### src/rtl/game_status_tracker.sv
// Play-state bookkeeping for the game: BCD score/high score, lives, wave, aliens
// remaining, plus the respawn and wave-clear pauses that feed the control FSM and HUD.
module game_status_tracker #(
  parameter int INIT_LIVES        = 3,
  parameter int NUM_ALIENS        = 55,
  parameter int RESPAWN_FRAMES    = 120,
  parameter int WAVE_DELAY_FRAMES = 90
) (
  input  logic        clk,
  input  logic        reset,
  input  logic        start,
  input  logic        frame_tick,
  input  logic        alien_hit,
  input  logic [1:0]  hit_type,
  input  logic        player_hit,
  input  logic        aliens_landed,
  output logic        finished,
  output logic [15:0] score,
  output logic [15:0] high_score,
  output logic [1:0]  lives,
  output logic [3:0]  wave,
  output logic [5:0]  aliens_left,
  output logic        respawning,
  output logic        wave_clear
);

  typedef enum logic [2:0] {IDLE, ACTIVE, RESPAWN, WAVE_CLEAR, OVER} state_t;

  localparam logic [1:0] LIVES_INIT   = 2'(INIT_LIVES);
  localparam logic [5:0] ALIENS_INIT  = 6'(NUM_ALIENS);
  localparam logic [7:0] RESPAWN_LAST = 8'(RESPAWN_FRAMES - 1);
  localparam logic [7:0] WAVE_LAST    = 8'(WAVE_DELAY_FRAMES - 1);

  state_t      state, state_d;
  logic [15:0] score_d, high_score_d, points;
  logic [16:0] sum;
  logic [1:0]  lives_d;
  logic [3:0]  wave_d;
  logic [5:0]  aliens_d;
  logic [7:0]  frame_cnt, frame_cnt_d;
  logic        finished_d, respawning_d, wave_clear_d;
  logic        counts_alien;

  // Per-digit BCD add; bit 16 is the carry out of the thousands digit.
  function automatic logic [16:0] bcd_add(input logic [15:0] a, input logic [15:0] b);
    logic [4:0]  d;
    logic        c;
    logic [15:0] s;
    c = 1'b0;
    s = '0;
    for (int i = 0; i < 4; i++) begin
      d = {1'b0, a[4*i +: 4]} + {1'b0, b[4*i +: 4]} + {4'b0, c};
      c = (d > 5'd9);
      if (c) d = d + 5'd6;
      s[4*i +: 4] = d[3:0];
    end
    return {c, s};
  endfunction

  always_comb begin
    unique case (hit_type)
      2'd0:    points = 16'h0010;
      2'd1:    points = 16'h0020;
      2'd2:    points = 16'h0030;
      default: points = 16'h0100;
    endcase
  end

  assign sum          = bcd_add(score, points);
  assign counts_alien = alien_hit && (hit_type != 2'd3);

  always_comb begin
    // NOTE: every variable gets its hold value first so no path through the
    // case/if tree can leave one unassigned and infer a latch.
    state_d      = state;
    score_d      = score;
    high_score_d = high_score;
    lives_d      = lives;
    wave_d       = wave;
    aliens_d     = aliens_left;

    if (start) begin
      state_d  = ACTIVE;
      score_d  = '0;
      lives_d  = LIVES_INIT;
      wave_d   = 4'd1;
      aliens_d = ALIENS_INIT;
      // A start in the first OVER cycle must not lose the final score.
      if (state == OVER && score > high_score) high_score_d = score;
    end else begin
      if (alien_hit && (state == ACTIVE || state == RESPAWN || state == WAVE_CLEAR))
        score_d = sum[16] ? 16'h9999 : sum[15:0];

      unique case (state)
        IDLE: ;
        ACTIVE, RESPAWN: begin
          if (counts_alien && aliens_left != 6'd0) aliens_d = aliens_left - 6'd1;
          if (state == RESPAWN && frame_tick && frame_cnt == RESPAWN_LAST) state_d = ACTIVE;
          if (state == ACTIVE && player_hit) begin
            lives_d = (lives != 2'd0) ? lives - 2'd1 : 2'd0;
            state_d = (lives_d == 2'd0) ? OVER : RESPAWN;
          end
          // Wave clear loses only to game over.
          if (aliens_d == 6'd0 && aliens_left != 6'd0 && state_d != OVER) state_d = WAVE_CLEAR;
          if (aliens_landed) begin
            state_d = OVER;
            lives_d = 2'd0;
          end
        end
        WAVE_CLEAR: begin
          if (aliens_landed) begin
            state_d = OVER;
            lives_d = 2'd0;
          end else if (frame_tick && frame_cnt == WAVE_LAST) begin
            state_d  = ACTIVE;
            aliens_d = ALIENS_INIT;
            wave_d   = (wave == 4'd15) ? 4'd15 : wave + 4'd1;
          end
        end
        OVER: begin
          // Packed BCD orders the same as plain binary, MS digit first.
          if (score > high_score) high_score_d = score;
        end
        default: state_d = IDLE;
      endcase
    end

    if (start || state_d != state) frame_cnt_d = '0;
    else if (frame_tick)           frame_cnt_d = frame_cnt + 8'd1;
    else                           frame_cnt_d = frame_cnt;

    finished_d   = (state_d == OVER);
    respawning_d = (state_d == RESPAWN);
    wave_clear_d = (state_d == WAVE_CLEAR) && (state != WAVE_CLEAR);
  end

  // NOTE: state registers use non-blocking assignments so every flop samples
  // pre-edge values regardless of statement order.
  always_ff @(posedge clk) begin
    if (reset) begin
      state       <= IDLE;
      score       <= '0;
      high_score  <= '0;
      lives       <= '0;
      wave        <= '0;
      aliens_left <= '0;
      frame_cnt   <= '0;
      finished    <= 1'b0;
      respawning  <= 1'b0;
      wave_clear  <= 1'b0;
    end else begin
      state       <= state_d;
      score       <= score_d;
      high_score  <= high_score_d;
      lives       <= lives_d;
      wave        <= wave_d;
      aliens_left <= aliens_d;
      frame_cnt   <= frame_cnt_d;
      finished    <= finished_d;
      respawning  <= respawning_d;
      wave_clear  <= wave_clear_d;
    end
  end

endmodule
### config.mk
export PLATFORM = sky130hd
export DESIGN_NAME = game_status_tracker
export DESIGN_NICKNAME = d
export VERILOG_FILES = /design/src/rtl/game_status_tracker.sv
export SDC_FILE = /design/constraint.sdc
export NUM_CORES = 1
export LEC_CHECK = 0
export BUFFER_PORTS_ARGS = -buffer_cell sky130_fd_sc_hd__buf_2
export CAP_MARGIN = 20
export CORE_MARGIN = 5
export CORE_UTILIZATION = 50
export DETAILED_ROUTE_END_ITERATION = 10
export PLACE_DENSITY = 0.71
export SLEW_MARGIN = 20
export SYNTH_ARGS = -nofsm -noshare
export SYNTH_HDL_FRONTEND = slang
export SYNTH_SLANG_ARGS = --single-unit
### constraint.sdc
create_clock -name clk -period 10.7 [get_ports clk]
set_input_delay 2.14 -clock clk [delete_from_list [all_inputs] [get_ports clk]]
set_output_delay 2.14 -clock clk [all_outputs]
set_load 0.1 [all_outputs]
==> flow_summary.yaml <==
place:
  hpwlAfterDp_um: 6850
  place_area_sq_um: 4110
  place_inst: 608
  io_buffers: 55
  gp_congestion: 0.850
power:
  internal_power_w: 0.000331
  seq_power_share_pct: 47.5
  leakagePower_nw: 1.73
  combPwrFrac_pct: 17.4
  vdd_drop_max_uv: 85.7
  switching_share_pct: 30.8
  power_w: 0.000479
  pwr-share-clk_pct: 35.1
  p_sw_w: 0.000147
  power_density_nw_per_um2: 112
cts:
  cts_resized: 0
  clock-root-buffer: "clkbuf_8"
  path_clk_slew_ns: 0.06
  cts-buffers-inserted: 9
  clk_path_buf_depth: 2
  postCtsSetupRepairBufs: 0
  cts_hold_buf: 0
  clock_sinks: 58
  clk_latency_ns: 0.34
  htree_num_levels: 3
  cts_tree: "built"
route:
  wl_per_cell_um: 14.9
  wirelength_um: 9260
  first_pass_iters: 5
  drc: 0
  vias: 3631
  first_iter_violations: 241
  vias_per_cell: 5.84
  ant_nets: 0
worst_setup_path:
  max_stage_delay_ns: 0.52
  path_common_cell: "ha_1"
  cp-start-kind: "input pin"
  slowest_stage: "fa_1"
  cpLargestDelayFamily: "adder cells"
  crit_path_end_kind: "register"
  path_cells: "buf_2, inv_1, fa_1, fa_1, xnor2_1, ha_1, nor3_1, a22o_1, a21oi_1, fa_1, inv_1, ha_1, inv_1, a31oi_1, o22a_1, ha_1, ha_1, o21a_1, o221a_2, nor3b_1, mux2i_1, nor2_1"
  cp_num_buf_inv: 4
  worstPathRequired_ns: 10.98
  worstPathMaxFanout: 13
  critical_path_arrival_ns: 7.24
  criticalPathCategory: "in2reg"
finish:
  num_antenna_cells: 0
  syn_to_final_growth_pct: 12.7
  nets: 563
  design_area_sq_um: 4260
  fillers: 711
  multiInputGateArea_sq_um: 2370
  layout.area.seq_sq_um: 1160
  final_layout_size_suffix_gt1_share_pct: 14.9
  final_cells: 622
die:
  core_area_sq_um: 7290
  start_util_pct: 51.9
  die-area_sq_um: 9400
  die_w_um: 97.0
  num_rows: 31
  fp.dieH_um: 97.0
  io_pins: 56
logic_synthesis:
  synth-seq-area-share_pct: 30.7
  netlist.area_leader.share_pct: 30.7
  synthTopCellsByArea: "dfxtp_1, ha_1, a21oi_1"
  ys_ff_latch: 58
  async_flop_share_pct: 0
  yosys_warnings: 0
  synth.avg_cell_area_sq_um: 7.98
  ys_types: 61
  yosys.area.top_type: "dfxtp_1"
  synth_edf_count: 0
  netlist_area_sq_um: 3780
  synth_cells: 474
  syn_nets: 517
  ys.flop_type: "dfxtp_1"
job:
  max_cap_violations: 0
global_routing:
  grt.overflow.total: 0
  antenna_found_initial: 0
  track_usage_pct: 20.0
  grt_pass1_wl_um: 15900
  grt_max_degree: 29
  grt_pass1_vias: 3412
timing:
  slew_headroom_pct: 42.3
  maxSlewViolCount: 0
  rsz0062_at_grt: "no"
  period_needed_ns: 6.96
  worst_pin_slew_ns: 0.859
  finalHoldViolations: 0
  tns_ns: 0
  post-route-period-util_pct: 65.1
  skew_ns: 0.00275
  fmax_mhz: 144
  setup_violations: 0
outcome:
  status: "complete, no violations"
worst_hold_path:
  hold_class: "reg2reg"
[flip-flops by register name, indices dropped and copies added (netlist names)]
register / cells
state: 3
wave: 4
lives: 2
score: 16
respawning: 1
aliens_left: 6
wave_clear: 1
finished: 1
high_score: 16
frame_cnt: 8
[final cells by class]
class | instances | share of cell area (%)
Clock buffer | 14 | 3.58
Inverter | 44 | 3.87
Multi-Input combinational cell | 350 | 55.6
Sequential cell | 58 | 27.2
Tap cell | 99 | 2.91
Timing Repair Buffer | 57 | 6.81
[final timing paths]
check,from,endpoint,slack [ns],depth (start not counted)
setup reg to reg,score[1]$_SDFFE_PP0P_,score[1]$_SDFFE_PP0P_,4.60,26
setup / recovery,hit_type[0],score[1]$_SDFFE_PP0P_,3.74,22
hold reg to reg,high_score[1]$_SDFFE_PP0P_,high_score[1]$_SDFFE_PP0P_,0.49,2
hold / removal,high_score[1]$_SDFFE_PP0P_,high_score[1]$_SDFFE_PP0P_,0.49,2
[cells by family (layout without fill, tap and decap cells)]
| family | Yosys count | after routing | share of synthesized area [%] |
|---|---|---|---|
| DFF | 58 | 58 | 30.7 |
| and+or+nand+nor | 158 | 158 | 22.5 |
| muxes | 3 | 3 | 0.926 |
| xor gates and xnor gates | 15 | 15 | 3.47 |
| buffers and inverters | 66 | 115 | 6.65 |
| AOI/OAI and AO/OA | 140 | 140 | 24.0 |
| adders and majority gates | 34 | 34 | 11.8 |
[placed cells by master (no fill, tap or decap), types with 3 or more instances in the layout]
cell type and instances:
a211oi_1 7, a21o_1 4, a21oi_1 43, a311oi_1 3, a31oi_1 8, buf_2 55, clkbuf_1 4, clkbuf_8 10
dfxtp_1 58, fa_1 3, ha_1 31, inv_1 43, nand2_1 21, nand2b_1 3, nand3_1 24, nand3b_1 4
nand4_1 11, nor2_1 36, nor2b_1 12, nor3_1 22, nor3b_1 4, o211a_1 3, o211ai_1 4, o21a_1 6
o21ai_0 36, o22ai_1 3, or3_1 3, xnor2_1 10, xor2_1 5
[metrics by stage]
stage | worst slack (ns) | hold slack [ns] | util, %
final | 3.74 | 0.491 | 58.5
after floorplan | 3.86 | 0.532 | -
after global routing | 3.36 | 0.524 | 58.5
after global placement | 3.67 | 0.477 | 56.4
after CTS | 3.82 | 0.495 | 58.5
after detailed placement | 3.47 | 0.486 | 56.4
[power by group through the flow]
stage	combinational, W	clock [W]	sequential [W]
floorplan	0.0000449	0	0.000253
global placement	0.0000814	0	0.000232
detailed placement	0.0000826	0	0.000232
CTS	0.0000830	0.000173	0.000227
global route	0.0000902	0.000183	0.000228
finish	0.0000833	0.000168	0.000227
[tightest hold or removal path, stage by stage (launching register included)]
cell and delay [ns]:
dfxtp_1 0.31, o21ai_0 0.07, a21oi_1 0.06
[synthesized netlist by cell type (all sizes together) (5+ instances only)]
cell,number
dfxtp,58
inv,44
a21oi,43
nor2,36
o21ai,36
ha,31
nand3,24
nor3,22
nand2,21
clkbuf,18
nor2b,12
nand4,11
xnor2,10
a31oi,8
a211oi,7
o21a,6
xor2,5
[per-layer routing]
metal | wire length, um | GRT usage, % | vias to the layer above
met1 | 4400 | 26.0 | 1700
met2 | 4120 | 31.4 | 99
li1 | - | - | 1814
met3 | 534 | 5.04 | 18
met5 | 0 | 0 | -
met4 | 204 | 8.21 | 0
Note: power is estimated with default switching activity, not from simulation.
